### src/rtl/disp_arb_pkg.sv
// Shared types and constants for the front-panel display arbiter.
package disp_arb_pkg;

  typedef enum logic [1:0] {
    IDLE  = 2'd0,
    GRANT = 2'd1,
    HOLD  = 2'd2,
    BLANK = 2'd3
  } state_t;

  localparam logic [1:0] SU  = 2'd0;
  localparam logic [1:0] ERR = 2'd1;
  localparam logic [1:0] USR = 2'd2;

  localparam logic [2:0] GNT_NONE = 3'b000;
  localparam logic [2:0] GNT_SU   = 3'b001;
  localparam logic [2:0] GNT_ERR  = 3'b010;
  localparam logic [2:0] GNT_USR  = 3'b100;

  localparam logic [15:0] HOLD_CNT_DEF  = 16'd3000;
  localparam logic [15:0] BLANK_CNT_DEF = 16'd8;

  function automatic logic [2:0] idx_to_gnt(input logic [1:0] idx);
    case (idx)
      SU:      idx_to_gnt = GNT_SU;
      ERR:     idx_to_gnt = GNT_ERR;
      USR:     idx_to_gnt = GNT_USR;
      default: idx_to_gnt = GNT_NONE;
    endcase
  endfunction

endpackage

### src/rtl/disp_hold_timer.sv
// Clearable 16-bit up-counter that saturates at the compare value and flags the match.
module disp_hold_timer (
  input  logic        CLK,
  input  logic        RST,
  input  logic        clr,
  input  logic        inc,
  input  logic [15:0] cmp,
  output logic        match
);

  logic [15:0] cnt_reg;

  assign match = (cnt_reg == cmp);

  always_ff @(posedge CLK or posedge RST) begin
    if (RST) begin
      cnt_reg <= 16'd0;
    end else if (clr) begin
      cnt_reg <= 16'd0;
    end else if (inc && !match) begin
      cnt_reg <= cnt_reg + 16'd1;
    end
  end

endmodule

### src/rtl/display_arbiter.sv
// Fixed-priority owner of the front-panel LED display with minimum hold and blank gap.
// Optional build macro DISP_ARB_PREEMPT_EN lets a higher-priority request cut Hold short.
module display_arbiter
  import disp_arb_pkg::*;
#(
  parameter logic [15:0] HOLD_CNT  = HOLD_CNT_DEF,
  parameter logic [15:0] BLANK_CNT = BLANK_CNT_DEF
) (
  input  logic        CLK,
  input  logic        RST,
  input  logic        REQ_SU,
  input  logic        REQ_ERR,
  input  logic        REQ_USR,
  input  logic [15:0] PAT_SU,
  input  logic [15:0] PAT_ERR,
  input  logic [15:0] PAT_USR,
  output logic [2:0]  GNT,
  output logic        DISP_EN,
  output logic [15:0] DISP_PAT,
  output logic        CLEAR
);

  // Hold counts 1..HOLD_LIM; Blank counts from 0 after its entry clear, hence the -1.
  localparam logic [15:0] HOLD_LIM  = (HOLD_CNT == 16'd0) ? 16'd1 : HOLD_CNT;
  localparam logic [15:0] BLANK_LIM = (BLANK_CNT == 16'd0) ? 16'd0 : BLANK_CNT - 16'd1;

  state_t      state_reg;
  logic [1:0]  owner_reg;
  logic [2:0]  gnt_reg;
  logic        disp_en_reg;
  logic [15:0] disp_pat_reg;
  logic        clear_reg;

  logic [1:0]  winner;
  logic [15:0] winner_pat;
  logic        any_req;
  logic        owner_req;
  logic [15:0] owner_pat;
  logic        higher_req;
  logic        hold_exit;
  logic        tmr_clr;
  logic        tmr_inc;
  logic [15:0] tmr_cmp;
  logic        tmr_match;

  always_comb begin
    any_req    = REQ_SU | REQ_ERR | REQ_USR;
    winner     = USR;
    winner_pat = PAT_USR;
    if (REQ_SU) begin
      winner     = SU;
      winner_pat = PAT_SU;
    end else if (REQ_ERR) begin
      winner     = ERR;
      winner_pat = PAT_ERR;
    end

    owner_req  = REQ_USR;
    owner_pat  = PAT_USR;
    higher_req = REQ_SU | REQ_ERR;
    case (owner_reg)
      SU: begin
        owner_req  = REQ_SU;
        owner_pat  = PAT_SU;
        higher_req = 1'b0;
      end
      ERR: begin
        owner_req  = REQ_ERR;
        owner_pat  = PAT_ERR;
        higher_req = REQ_SU;
      end
      default: ;
    endcase

`ifdef DISP_ARB_PREEMPT_EN
    hold_exit = higher_req || (tmr_match && !owner_req);
`else
    hold_exit = tmr_match && (higher_req || !owner_req);
`endif

    tmr_clr = (state_reg == IDLE) || ((state_reg == HOLD) && hold_exit);
    tmr_inc = (state_reg != IDLE);
    tmr_cmp = (state_reg == BLANK) ? BLANK_LIM : HOLD_LIM;
  end

  disp_hold_timer u_timer (
    .CLK   (CLK),
    .RST   (RST),
    .clr   (tmr_clr),
    .inc   (tmr_inc),
    .cmp   (tmr_cmp),
    .match (tmr_match)
  );

  // Outputs are assigned alongside each transition so they reflect the state being entered.
  always_ff @(posedge CLK or posedge RST) begin
    if (RST) begin
      state_reg    <= IDLE;
      owner_reg    <= SU;
      gnt_reg      <= GNT_NONE;
      disp_en_reg  <= 1'b0;
      disp_pat_reg <= 16'd0;
      clear_reg    <= 1'b1;
    end else begin
      case (state_reg)
        IDLE: begin
          if (any_req) begin
            state_reg    <= GRANT;
            owner_reg    <= winner;
            gnt_reg      <= idx_to_gnt(winner);
            disp_pat_reg <= winner_pat;
            clear_reg    <= 1'b0;
          end
        end
        GRANT: begin
          state_reg   <= HOLD;
          disp_en_reg <= 1'b1;
          if (owner_req) disp_pat_reg <= owner_pat;
        end
        HOLD: begin
          if (hold_exit) begin
            state_reg    <= BLANK;
            gnt_reg      <= GNT_NONE;
            disp_en_reg  <= 1'b0;
            disp_pat_reg <= 16'd0;
            clear_reg    <= 1'b1;
          end else if (owner_req) begin
            disp_pat_reg <= owner_pat;
          end
        end
        BLANK: begin
          if (tmr_match) state_reg <= IDLE;
        end
        default: state_reg <= IDLE;
      endcase
    end
  end

  assign GNT      = gnt_reg;
  assign DISP_EN  = disp_en_reg;
  assign DISP_PAT = disp_pat_reg;
  assign CLEAR    = clear_reg;

endmodule

### config.mk
export PLATFORM = sky130hd
export DESIGN_NAME = display_arbiter
export DESIGN_NICKNAME = d
export VERILOG_FILES = /design/src/rtl/disp_arb_pkg.sv /design/src/rtl/disp_hold_timer.sv /design/src/rtl/display_arbiter.sv
export SDC_FILE = /design/constraint.sdc
export NUM_CORES = 1
export LEC_CHECK = 0
export ABC_AREA = 1
export CAP_MARGIN = 20
export CORE_MARGIN = 2
export CORE_UTILIZATION = 51
export DETAILED_ROUTE_END_ITERATION = 8
export GPL_TIMING_DRIVEN = 1
export PLACE_DENSITY_LB_ADDON = 0.2
export SETUP_SLACK_MARGIN = 0.4
export SYNTH_ARGS = -nofsm -noshare
export SYNTH_HDL_FRONTEND = slang
export SYNTH_SLANG_ARGS = --single-unit
### constraint.sdc
create_clock -name CLK -period 2.3 [get_ports CLK]
set_input_delay 0.69 -clock CLK [delete_from_list [all_inputs] [get_ports CLK]]
set_output_delay 0.69 -clock CLK [all_outputs]
set_load 0.02 [all_outputs]
; ---- Word-level counts from Yosys, hierarchy flattened
; Index checks and enable logic that the tools add are counted.
[classes]
add_sub_neg = 1
n_reduce_logical = 20
bitwise_logic = 2
n_eq_ne = 10
n_mux = 27
[op_table]
columns = cell, n
row1 = 2-to-1 mux 16 bit, 7
row2 = one-hot mux 16 bit (3 select lines), 1
row3 = one-hot mux 16 bit (2 select lines), 1
row4 = "adder 16 x 1 -> 16 bit, second input constant", 1
row5 = equality test 16 x 12 -> 1 bit, 1
row6 = 2-to-1 mux 12 bit, 1
row7 = 2-to-1 mux 2 bit, 5
row8 = one-hot mux 3 bit (3 select lines), 1
row9 = one-hot mux 1 bit (2 select lines), 4
row10 = one-hot mux 2 bit (4 select lines), 1
row11 = nonzero test 2 bit, 4
row12 = "equality test 2 x 1 -> 1 bit, second input constant", 3
row13 = "equality test 2 bit, second input constant", 3
row14 = zero test 2 bit, 3
row15 = 2-to-1 mux 3 bit, 2
row16 = "!= test 2 bit, second input constant", 3
row17 = one-hot mux 3 bit (2 select lines), 1
row18 = AND reduction 2 bit, 3
row19 = AND reduction 3 bit, 2
row20 = logical AND 1 bit, 3
row21 = 2-to-1 mux 1 bit, 3
row22 = nonzero test 3 bit, 1
row23 = zero test 1 bit, 2
row24 = logical OR 1 bit, 2
row25 = OR 1 bit, 2
[totals]
output_inout_bits = 21
ff_bits = 41
in_bits = 53
elab_cells = 67

; ---- Depth between registers and ports, before layout
; Gate-level depths: netlist (run 1).
[logic_depth]
word_depth = 8
ltp_mapped = 14
ltp_nobuf = 14

; ---- Hierarchy
; A second synthesis (run 1) with hierarchy kept.
[hier_totals]
cells_unflattened = 598
hier_area_um2 = 3574.7
[by_module_without_submodules]
columns = mod, n_inst, cells_per_inst, area_each_um2, seq_area_each_um2
row1 = display_arbiter, 1, 355, 2130.8, 626.9
row2 = disp_hold_timer, 1, 243, 1443.9, 400.4

; ---- Worst setup path before layout (run 1)
; No wires, ideal clock.
[synth_timing]
path_kind = in2reg
start = input REQ_SU
end = register disp_pat_reg[0] (netlist: DISP_PAT[0])
arrival_time_ns = 1.776
t_required_ns = 2.178
path_slack_ns = 0.403
cell_stages = 10
path_cell_list = buf_4 > inv_2 > nand2_1 > inv_2 > nand3_1 > nand2_2 > inv_2 > buf_2 > nor2_1 > a21oi_2
[synth_between]
elab_chain_cells = 6
word_cells_on_any_way = 14
cone_classes = 1 x eq/ne / 7 x mux / 2 x bitwise / 4 x reduce/logical
[synth_rtl]
columns = item, line
row1 = "start, declared", display_arbiter.sv:11  ; input logic REQ_SU,
row2 = OR 1 bit / one-hot mux 1 bit (2 select lines) (equally long branches), "display_arbiter.sv:47, display_arbiter.sv:60, display_arbiter.sv:61"
row3 = one-hot mux 1 bit (2 select lines) / zero test 1 bit (equally long branches), "display_arbiter.sv:61, display_arbiter.sv:78"
row4 = logical OR 1 bit, display_arbiter.sv:78  ; hold_exit = tmr_match && (higher_req || !owner_req);
row5 = logical AND 1 bit, display_arbiter.sv:78
row6 = 2-to-1 mux 16 bit, display_arbiter.sv:121  ; if (hold_exit) begin
row7 = one-hot mux 16 bit (3 select lines), display_arbiter.sv:105  ; case (state_reg)
row8 = "end signal, assigned", display_arbiter.sv:111  ; disp_pat_reg <= winner_pat;
row9 = "end signal, assigned", display_arbiter.sv:118  ; if (owner_req) disp_pat_reg <= owner_pat;
row10 = "end signal, assigned", display_arbiter.sv:128  ; disp_pat_reg <= owner_pat;
row11 = "end, declared", display_arbiter.sv:31  ; logic [15:0] disp_pat_reg;
; Several ways; a longest one is shown, not always the timed one. The select of a mux whose other input is x is not followed.
; A chain may end at the register's enable or synchronous reset.

; ---- Worst setup path in the final report (run 1)
[layout_timing]
start = register clear_reg (netlist: CLEAR)
end = output CLEAR
[layout_rtl]
columns = item, line
row1 = "start, declared", display_arbiter.sv:32  ; logic clear_reg;
row2 = "start signal, assigned", display_arbiter.sv:103  ; clear_reg <= 1'b1;
row3 = "start signal, assigned", display_arbiter.sv:112  ; clear_reg <= 1'b0;
row4 = "start signal, assigned", display_arbiter.sv:126  ; clear_reg <= 1'b1;
row5 = "end, declared", display_arbiter.sv:20  ; output logic CLEAR
; No word-level cell between the ends.

==> flow_metrics.env, run 1 <==
export IMPL_timing_setup_tns_ns=0
export IMPL_grt_usage_pct=26.2
export IMPL_antenna_found_initial=0
export IMPL_root_buffer="clkbuf_8"
export IMPL_synth_simple_area_share_pct=28.1
export IMPL_timing_hold_violations_final=0
export IMPL_clock_path_buffers=2
export IMPL_drc_errors=0
export IMPL_initial_utilization_pct=52.5
export IMPL_yosysMostFrequentCell="nand2_1"
export IMPL_internal_power_uw=2610
export IMPL_yosysTopAreaCell="dfrtp_1"
export IMPL_grt_pass1_wl_microns=13700
export IMPL_cts_tree="done"
export IMPL_n_antenna_cell=0
export IMPL_hold_ws_ns=0.493
export IMPL_combPwrFrac_pct=68.3
export IMPL_place_area_sq_um=4010
export IMPL_startpoint="CLEAR$_DFFE_PP1P_"
export IMPL_area_delta_synth_final_pct=34.9
export IMPL_die_x_microns=82.1
export IMPL_ys_ff_latch=41
export IMPL_die_area_sq_um=6740
export IMPL_period_share_pct=80.6
export IMPL_syn_num_nets=512
export IMPL_tightestPinTransition_ns=0.475
export IMPL_cp_end_kind="output pin"
export IMPL_wl_per_cell_microns=14.7
export IMPL_drt_wl_total_microns=9060
export IMPL_cpMaxStageDelayCell="dfstp_2"
export IMPL_power_frac_seq_pct=22.6
export IMPL_vdd_drop_max_v=0.000834
export IMPL_finish_utilization_pct=70.9
export IMPL_yosysSeqAreaShare_pct=33.0
export IMPL_p_sw_uw=2590
export IMPL_fin_cells=617
export IMPL_setup_viol=0
export IMPL_synth_top_area_share_pct=32.2
export IMPL_cp_start_kind="flop"
export IMPL_synth_area_leaders="dfrtp_1, nand2_1, a21oi_1"
export IMPL_place_congestion=0.810
export IMPL_grt_pass1_vias=2985
export IMPL_slew_headroom_pct=68.3
export IMPL_synthXorXnorAreaFrac_pct=1.41
export IMPL_synthFlopType="dfrtp_1"
export IMPL_async_flop_share_pct=100
export IMPL_drive_above_1_share_pct=14.4
export IMPL_globalRouteOverflowTotal=0
export IMPL_clkPwrFrac_pct=9.0
export IMPL_io_pin_count=74
export IMPL_grt_max_degree=33
export IMPL_outcome="finished clean"
export IMPL_via_count=3375
export IMPL_postSynthAreaPerCell_sq_um=6.85
export IMPL_dr_pass1_iters=5
export IMPL_htree_num_levels=2
export IMPL_worstPathRequired_ns=1.61
export IMPL_core_area_sq_um=5920
export IMPL_p_per_area_nw_per_um2=1240
export IMPL_synth_compound_area_share_pct=24.5
export IMPL_synth_fa_ha_area_share_pct=2.01
export IMPL_portBuffers=73
export IMPL_fmax_ghz=0.539
export IMPL_ys_top_cells_by_count="nand2_1, inv_1, a21oi_1"
export IMPL_final_max_slew_viol_count=0
export IMPL_dp_cells=602
export IMPL_arrival_ns=1.16
export IMPL_synth_edf_count=0
export IMPL_fillers=498
export IMPL_hp_start="owner_reg[0]$_DFFE_PP0P_"
export IMPL_crit_chain="dlygate4sd2_1"
export IMPL_synthDistinctLibCells=35
export IMPL_std_cell_rows=28
export IMPL_nNetsFinal=599
export IMPL_synthMuxAreaShare_pct=0
export IMPL_clock_skew_ns=0.00285
export IMPL_hold_path_class="flop to flop"
export IMPL_clk_pin_slew_ns=0.08
export IMPL_worstReg2RegStart="owner_reg[1]$_DFFE_PP0P_"
export IMPL_clock_sinks=41
export IMPL_postSynthCellCount=454
export IMPL_drtIter0Drc=234
export IMPL_synth_top_family_by_area="simple AND/OR/NAND/NOR gates"
export IMPL_crit_type="flop to output pin"
export IMPL_vias_per_cell=5.47
export IMPL_ant_nets=0
export IMPL_final_cell_area_sq_um=4200
export IMPL_fin_crit_ns=1.85
export IMPL_switching_share_pct=49.8
export IMPL_leakagePower_uw=0.00191
export IMPL_dp_hpwl_microns=6130
export IMPL_crit_family="flip-flops"
export IMPL_die_h_microns=82.1
export IMPL_cts_buffers=5
export IMPL_crit_buf_inv=1
export IMPL_yosysWarnings=0
export IMPL_clock_latency_ns=0.29
export IMPL_drv_cap=0
export IMPL_max_stage_delay_ns=0.55
export IMPL_cp_max_fo=2
export IMPL_synth_cell_area_sq_um=3110
export IMPL_rsz0062_at_grt="yes"
metrics by stage:
step	setup slack (ns)	total power, uW
floorplan	0.403	3520
global placement	0.0794	4440
detailed placement	0.0115	4550
CTS	0.406	4980
global route	0.370	5570
finish	0.446	5200
power groups by stage:
stage	registers [uW]	clock network, uW	logic [uW]
after floorplan	1350	0	2170
after global placement	1180	0	3270
after detailed placement	1190	0	3360
after CTS	1170	471	3340
after global routing	1210	497	3870
final	1180	470	3550
logic make-up after synthesis:
kind of cell,Yosys count
AND/OR/NAND/NOR,198
XOR/XNOR,5
adder cells (fa/ha/maj),5
flip-flops,41
AO/OA/AOI/OAI,121
buffers and inverters,84
timing repair:
item / in CTS / in global routing
setup buffers: 0 / 3
hold endpoints to repair: 0 / 0
hold buffers: 0 / 0
cloned: 2 / 2
resized for setup: 28 / 14
endpoints found under the setup margin: 37 / 39
pin swaps: 1 / 4
worst paths after layout:
check	cells past startpoint	slack, ns	endpoint
setup reg to reg	7	0.48	DISP_PAT[13]$_DFFE_PP0P_
min in group asynchronous	2	0.70	u_timer.cnt_reg[14]$_DFFE_PP0P_
max in group asynchronous	3	1.05	u_timer.cnt_reg[4]$_DFFE_PP0P_
hold / removal	2	0.49	owner_reg[0]$_DFFE_PP0P_
hold reg to reg	2	0.49	owner_reg[0]$_DFFE_PP0P_
setup / recovery	1	0.45	CLEAR
layer usage:
metal  share of wire (%)  up-vias  wire length [microns]  GRT usage, %
met5                   0        -                      0             0
met3                 6.0       10                    544          4.07
li1                    -     1656                      -             -
met2                  47      125                   4270          40.8
met1                  46     1584                   4140          38.0
met4                 1.2        0                    110          6.33
cell usage in the layout, fill, tap and decap left out, drive strengths merged, types with 12 or more instances in the layout:
master,synthesis,final
inv,67,67
nor2,55,55
dfrtp,40,40
dlygate4sd2,0,23
nand3,19,19
o22ai,16,16
nand2,107,108
clkdlybuf4s50,0,49
buf,11,23
o211ai,13,13
nor3,12,12
o21a,16,16
a21oi,65,65
area by class of cell:
class | instances | area (sq um) | area share [%]
multi-input combinational | 330 | 1820 | 43.4
clock buffer | 7 | 76.3 | 1.82
clock inverter | 1 | 7.51 | 0.179
sequential | 41 | 1030 | 24.5
tap | 75 | 93.8 | 2.24
inverter | 67 | 254 | 6.05
timing repair buffer | 96 | 915 | 21.8
tightest hold or removal path, stage by stage, from the launching register on:
cell     delay (ns)
dfrtp_1        0.35
nand2_1        0.05
o21ai_0        0.06
No activity file was read; power rests on OpenSTA's default activity.
==> run 2: changes to the inputs <==
--- a/config.mk
+++ b/config.mk
@@ -8,7 +8,7 @@
 export ABC_AREA = 1
 export CAP_MARGIN = 20
 export CORE_MARGIN = 2
-export CORE_UTILIZATION = 51
+export CORE_UTILIZATION = 46
 export DETAILED_ROUTE_END_ITERATION = 8
 export GPL_TIMING_DRIVEN = 1
 export PLACE_DENSITY_LB_ADDON = 0.2
==> constraint.sdc (replaced) <==
create_clock -name CLK -period 1.5 [get_ports CLK]
set_input_delay 0.45 -clock CLK [delete_from_list [all_inputs] [get_ports CLK]]
set_output_delay 0.45 -clock CLK [all_outputs]
set_load 0.02 [all_outputs]
==> run 2 against run 1 <==
The run now ends with negative setup slack left; cell count up 11%; non-clock buffer count grew 65; sequential share of layout area decreased by 3.5 points; flip-flop and latch count stayed put.
==> flow_metrics.env, run 2 (synthesis gave the netlist of run 1 again) <==
export IMPL_outcome="finished with violations"
export IMPL_violations="negative setup slack"
export IMPL_clock_skew_ns=0.00930
export IMPL_globalRouteOverflowTotal=0
export IMPL_drc_errors=0
export IMPL_antenna_found_initial=0
export IMPL_worstPathRequired_ns=1.70
export IMPL_switching_share_pct=45.8
export IMPL_wl_per_cell_microns=14.7
export IMPL_core_area_sq_um=6460
export IMPL_fin_cells=683
export IMPL_clk_pin_slew_ns=0.09
export IMPL_area_delta_synth_final_pct=57.3
export IMPL_cp_end_kind="flop"
export IMPL_final_max_slew_viol_count=0
export IMPL_die_area_sq_um=7430
export IMPL_reg2reg_slack_ns=-0.31
export IMPL_htree_num_levels=2
export IMPL_via_count=3632
export IMPL_grt_pass1_wl_microns=16000
export IMPL_arrival_ns=2.01
export IMPL_place_area_sq_um=4440
export IMPL_std_cell_rows=29
export IMPL_clock_sinks=41
export IMPL_cp_max_fo=8
export IMPL_final_common_cell="nand2_1"
export IMPL_finalWorstSetupSlack_ns=-0.308
export IMPL_io_pin_count=74
export IMPL_nNetsFinal=663
export IMPL_clkPwrFrac_pct=9.0
export IMPL_clock_latency_ns=0.31
export IMPL_fmax_ghz=0.553
export IMPL_internal_power_uw=5040
export IMPL_die_x_microns=86.2
export IMPL_most_common_layout_cells="nand2_1, buf_4, inv_1"
export IMPL_vias_per_cell=5.32
export IMPL_slew_headroom_pct=82.7
export IMPL_leakagePower_uw=0.00225
export IMPL_finish_utilization_pct=75.7
export IMPL_cts_hold_fix_buffers=0
export IMPL_combPwrFrac_pct=71.1
export IMPL_cts_buffers=5
export IMPL_crit_type="flop to flop"
export IMPL_cts_tree="done"
export IMPL_n_antenna_cell=0
export IMPL_drt_wl_total_microns=10000
export IMPL_hold_ws_ns=0.506
export IMPL_clock_path_buffers=2
export IMPL_hold_path_class="flop to flop"
export IMPL_reg2reg_depth=13
export IMPL_timing_hold_violations_final=0
export IMPL_hp_start="owner_reg[0]$_DFFE_PP0P_"
export IMPL_initial_utilization_pct=48.1
export IMPL_pre_cts_ws_ns=-0.592
export IMPL_power_frac_seq_pct=19.8
export IMPL_dp_hpwl_microns=7020
export IMPL_drv_cap=0
export IMPL_period_share_pct=121
export IMPL_drtIter0Drc=151
export IMPL_ant_nets=0
export IMPL_p_sw_uw=4250
export IMPL_cp_start_kind="flop"
export IMPL_final_cell_area_sq_um=4890
export IMPL_grt_max_degree=33
export IMPL_p_per_area_nw_per_um2=1900
export IMPL_worstReg2RegStart="state_reg[0]$_DFFE_PP0P_"
export IMPL_tightestPinTransition_ns=0.258
export IMPL_drive_above_1_share_pct=30.0
export IMPL_holdPathEnd="owner_reg[0]$_DFFE_PP0P_"
export IMPL_rsz0062_at_grt="yes"
export IMPL_reg2reg_to="GNT[2]$_DFFE_PP0P_"
export IMPL_dr_pass1_iters=4
export IMPL_setup_viol=39
export IMPL_portBuffers=73
export IMPL_grt_usage_pct=27.2
export IMPL_fin_crit_ns=1.81
export IMPL_vdd_drop_max_v=0.00123
export IMPL_dp_cells=643
export IMPL_root_buffer="clkbuf_8"
export IMPL_place_congestion=0.844
export IMPL_whs_path_depth=2
export IMPL_grt_pass1_vias=3536
export IMPL_die_h_microns=86.2
==> run 2: cell count changes in the layout (fill, tap and decap cells not counted), moves of 3 or more <==
cell and change:
buf_2 -3, buf_4 +61, nor3_1 -4, buf_6 +22, inv_1 -3, nor2_1 -4
dlygate4sd2_1 -21, inv_4 +3, nor3_2 +4, o21ai_1 +5, buf_12 +6, o21ai_0 -7
nor2_2 +3
==> run 2: how the worst max path moves through the flow <==
stage,start,endpoint
6_report,state_reg[0]$_DFFE_PP0P_,GNT[2]$_DFFE_PP0P_
5_1_grt,state_reg[0]$_DFFE_PP0P_,GNT[2]$_DFFE_PP0P_
4_1_cts,state_reg[1]$_DFFE_PP0P_,GNT[2]$_DFFE_PP0P_
3_5_place_dp,REQ_SU,DISP_PAT[10]$_DFFE_PP0P_
3_3_place_gp,REQ_SU,DISP_PAT[15]$_DFFE_PP0P_
2_1_floorplan,state_reg[0]$_DFFE_PP0P_,DISP_PAT[0]$_DFFE_PP0P_
==> run 2: power by group through the flow <==
| stage | Sequential, uW | Combinational, uW | Clock [uW] |
|---|---|---|---|
| finish | 1840 | 6610 | 840 |
| global route | 1870 | 7170 | 898 |
| CTS | 1840 | 6240 | 845 |
| detailed placement | 1830 | 5790 | 0 |
| global placement | 1820 | 5570 | 0 |
| floorplan | 2090 | 3420 | 0 |
==> run 2: area by class of cell <==
cell class / instances / area, sq um
fillers: 490 / 1570
repair buffers: 161 / 1540
inverters: 67 / 270
multi-input cells: 329 / 1860
clock buffers: 7 / 96.3
clock inverters: 1 / 5.00
flip-flops and latches: 41 / 1030
well taps: 77 / 96.3
==> run 2: repair_timing <==
item                                    CTS  global route
gates cloned                              0             0
endpoints found under the setup margin   62            62
resized for setup                       143            14
buffers inserted                         16            16
pin swaps                                 3             6
==> run 2: metal layers <==
metal	vias up	routed length [microns]	track usage, %
met4	0	176	9.66
li1	1786	-	-
met2	119	5210	48.7
met5	-	0	0
met3	21	506	5.62
met1	1706	4150	32.3
==> run 2: metrics by stage <==
stage	setup TNS (ns)	power (uW)
finish	-9.53	9290
global route	-13.65	9930
global placement	-16.80	7390
detailed placement	-19.05	7620
floorplan	-3.55	5510
CTS	-7.72	8930
==> run 2: critical path: stages, from the launching register on <==
cell and delay, ns:
dfrtp_1 0.40, ha_4 0.22, inv_4 0.05, nand2_1 0.06, nand2_1 0.06, nor2_2 0.11, nand2_2 0.08, nor2_4 0.13
nand3_4 0.12, nand2_4 0.12, buf_6 0.11, nand3_4 0.09, nand2_1 0.09, o21ai_1 0.06
==> run 3: changes to the inputs <==
--- a/config.mk
+++ b/config.mk
@@ -11,6 +11,7 @@
 export CORE_UTILIZATION = 46
 export DETAILED_ROUTE_END_ITERATION = 8
 export GPL_TIMING_DRIVEN = 1
+export MAX_ROUTING_LAYER = met4
 export PLACE_DENSITY_LB_ADDON = 0.2
 export SETUP_SLACK_MARGIN = 0.4
 export SYNTH_ARGS = -nofsm -noshare
==> run 3 against run 2 <==
The run still ends with negative setup slack left; core utilization shrank 0.35 points; highest routed layer unchanged; clock skew grew 0.00082 ns; count of clock-buffer cells in the layout stayed put; critical path depth is the same; largest power group unchanged; sequential power hardly changed; global-route usage is 0.80 points higher; wire length decreased by 1.5%; clock power increased by 0.7%; maximum frequency grew 0.96%.
==> flow_metrics.env, run 3 (synthesis gave the netlist of run 1 again) <==
export IMPL_cp_start_kind="flop"
export IMPL_final_max_slew_viol_count=0
export IMPL_hp_start="owner_reg[0]$_DFFE_PP0P_"
export IMPL_most_common_layout_cells="nand2_1, buf_4, inv_1"
export IMPL_wl_met1_microns=4060
export IMPL_final_cell_area_sq_um=4870
export IMPL_setup_viol=39
export IMPL_clock_sinks=41
export IMPL_top_layer_used="met4"
export IMPL_switching_share_pct=45.8
export IMPL_max_stage_delay_ns=0.40
export IMPL_reg2reg_slack_ns=-0.29
export IMPL_whs_path_depth=2
export IMPL_combPwrFrac_pct=70.8
export IMPL_portBuffers=73
export IMPL_cp_max_fo=8
export IMPL_worstReg2RegStart="state_reg[0]$_DFFE_PP0P_"
export IMPL_drc_errors=0
export IMPL_via_count=3649
export IMPL_cts_hold_fix_buffers=0
export IMPL_vdd_drop_max_v=0.00123
export IMPL_grt_usage_pct=28.0
export IMPL_wl_met2_microns=5110
export IMPL_dp_cells=643
export IMPL_htree_num_levels=2
export IMPL_hold_path_class="flop to flop"
export IMPL_place_area_sq_um=4440
export IMPL_pre_cts_ws_ns=-0.592
export IMPL_cpMaxStageDelayCell="dfrtp_1"
export IMPL_drt_wl_total_microns=9890
export IMPL_clock_path_buffers=2
export IMPL_crit_chain="ha_4 -> inv_4 -> nand2_1 -> nand2_1 -> nor2_2 -> nand2_2 -> nor2_4 -> nand3_4 -> nand2_4 -> buf_6 -> nand3_4 -> nand2_1 -> o21ai_1"
export IMPL_drive_above_1_share_pct=29.5
export IMPL_outcome="finished with violations"
export IMPL_p_sw_uw=4230
export IMPL_grt_max_degree=33
export IMPL_fmax_ghz=0.559
export IMPL_die_x_microns=86.2
export IMPL_fin_crit_ns=1.79
export IMPL_arrival_ns=1.99
export IMPL_n_antenna_cell=0
export IMPL_place_congestion=0.857
export IMPL_drv_cap=0
export IMPL_finalWorstSetupSlack_ns=-0.290
export IMPL_die_h_microns=86.2
export IMPL_timing_hold_violations_final=0
export IMPL_grt_pass1_vias=3530
export IMPL_grt_pass1_wl_microns=16000
export IMPL_p_per_area_nw_per_um2=1890
export IMPL_clock_latency_ns=0.31
export IMPL_reg2reg_depth=13
export IMPL_initial_utilization_pct=48.1
export IMPL_wl_per_cell_microns=14.5
export IMPL_vias_per_cell=5.37
export IMPL_ant_nets=0
export IMPL_rsz0062_at_grt="yes"
export IMPL_cts_buffers=5
export IMPL_drtIter0Drc=155
export IMPL_cts_tree="done"
export IMPL_violations="negative setup slack"
export IMPL_io_pin_count=74
export IMPL_reg2reg_to="GNT[2]$_DFFE_PP0P_"
export IMPL_hold_ws_ns=0.509
export IMPL_holdPathEnd="owner_reg[0]$_DFFE_PP0P_"
export IMPL_cp_end_kind="flop"
export IMPL_fillers=495
export IMPL_std_cell_rows=29
export IMPL_final_common_cell="nand2_1"
export IMPL_clock_skew_ns=0.0101
export IMPL_die_area_sq_um=7430
export IMPL_dp_hpwl_microns=7020
export IMPL_clk_pin_slew_ns=0.09
export IMPL_area_delta_synth_final_pct=56.6
export IMPL_nNetsFinal=660
export IMPL_globalRouteOverflowTotal=0
export IMPL_internal_power_uw=5000
export IMPL_power_frac_seq_pct=20.0
export IMPL_clkPwrFrac_pct=9.2
export IMPL_wl_met3_microns=548
export IMPL_cpMostUsedCell="nand2_1"
export IMPL_crit_type="flop to flop"
export IMPL_dr_pass1_iters=5
export IMPL_period_share_pct=119
export IMPL_worstPathRequired_ns=1.70
export IMPL_leakagePower_uw=0.00224
export IMPL_root_buffer="clkbuf_8"
export IMPL_tightestPinTransition_ns=0.242
export IMPL_slew_headroom_pct=83.7
export IMPL_core_area_sq_um=6460
export IMPL_antenna_found_initial=0
export IMPL_fin_cells=680
## run 3: worst max-delay path by stage
stage	from	end	slack, ns
finish	state_reg[0]$_DFFE_PP0P_	GNT[2]$_DFFE_PP0P_	-0.29
global route	state_reg[0]$_DFFE_PP0P_	GNT[2]$_DFFE_PP0P_	-0.41
CTS	state_reg[1]$_DFFE_PP0P_	GNT[2]$_DFFE_PP0P_	-0.27
detailed placement	REQ_SU	DISP_PAT[10]$_DFFE_PP0P_	-0.59
global placement	REQ_SU	DISP_PAT[15]$_DFFE_PP0P_	-0.51
floorplan	state_reg[0]$_DFFE_PP0P_	DISP_PAT[0]$_DFFE_PP0P_	-0.16
## run 3: worst max-delay path, delay by kind of cell, from the launching register on
family	cells	cell delay (ns)
adder cells (fa/ha/maj)	1	0.21
buffers and inverters	2	0.16
flip-flops	1	0.40
AO/OA/AOI/OAI	1	0.06
AND/OR/NAND/NOR	9	0.86
## run 3: per-layer routing
layer  up-vias  track usage [%]
met5         -                -
met4         0             10.9
met3        22             4.38
met2       141             48.8
met1      1707             32.4
li1       1779                -
## run 3: through the flow
step | setup TNS, ns | util (%) | power, uW
after floorplan | -3.55 | - | 5510
after global placement | -16.80 | 68.7 | 7390
after detailed placement | -19.05 | 68.7 | 7620
after CTS | -7.72 | 73.2 | 8930
after global routing | -12.65 | 75.4 | 9850
final | -8.79 | 75.4 | 9220
## run 3: layout make-up
cell class / count / area [sq um] / share of cell area (%)
clock inverter: 1 / 5.00 / 0.103
sequential: 41 / 1030 / 21.1
tap: 77 / 96.3 / 1.98
clock buffer: 7 / 96.3 / 1.98
timing repair buffer: 158 / 1520 / 31.1
inverter: 67 / 270 / 5.55
multi-input combinational: 329 / 1860 / 38.1
## run 3: timing repair
| item | in CTS | in global routing |
|---|---|---|
| resized for setup | 143 | 14 |
| pin swaps | 3 | 5 |
| gates cloned | 0 | 0 |
| setup endpoints to repair | 62 | 62 |
| buffers inserted | 16 | 13 |
## run 3: power by group through the flow
| stage | combinational [uW] | sequential, uW | clock (uW) |
|---|---|---|---|
| after CTS | 6240 | 1840 | 845 |
| final | 6530 | 1840 | 846 |
| after global routing | 7080 | 1880 | 895 |
| after detailed placement | 5790 | 1830 | 0 |
| after global placement | 5570 | 1820 | 0 |
| after floorplan | 3420 | 2090 | 0 |
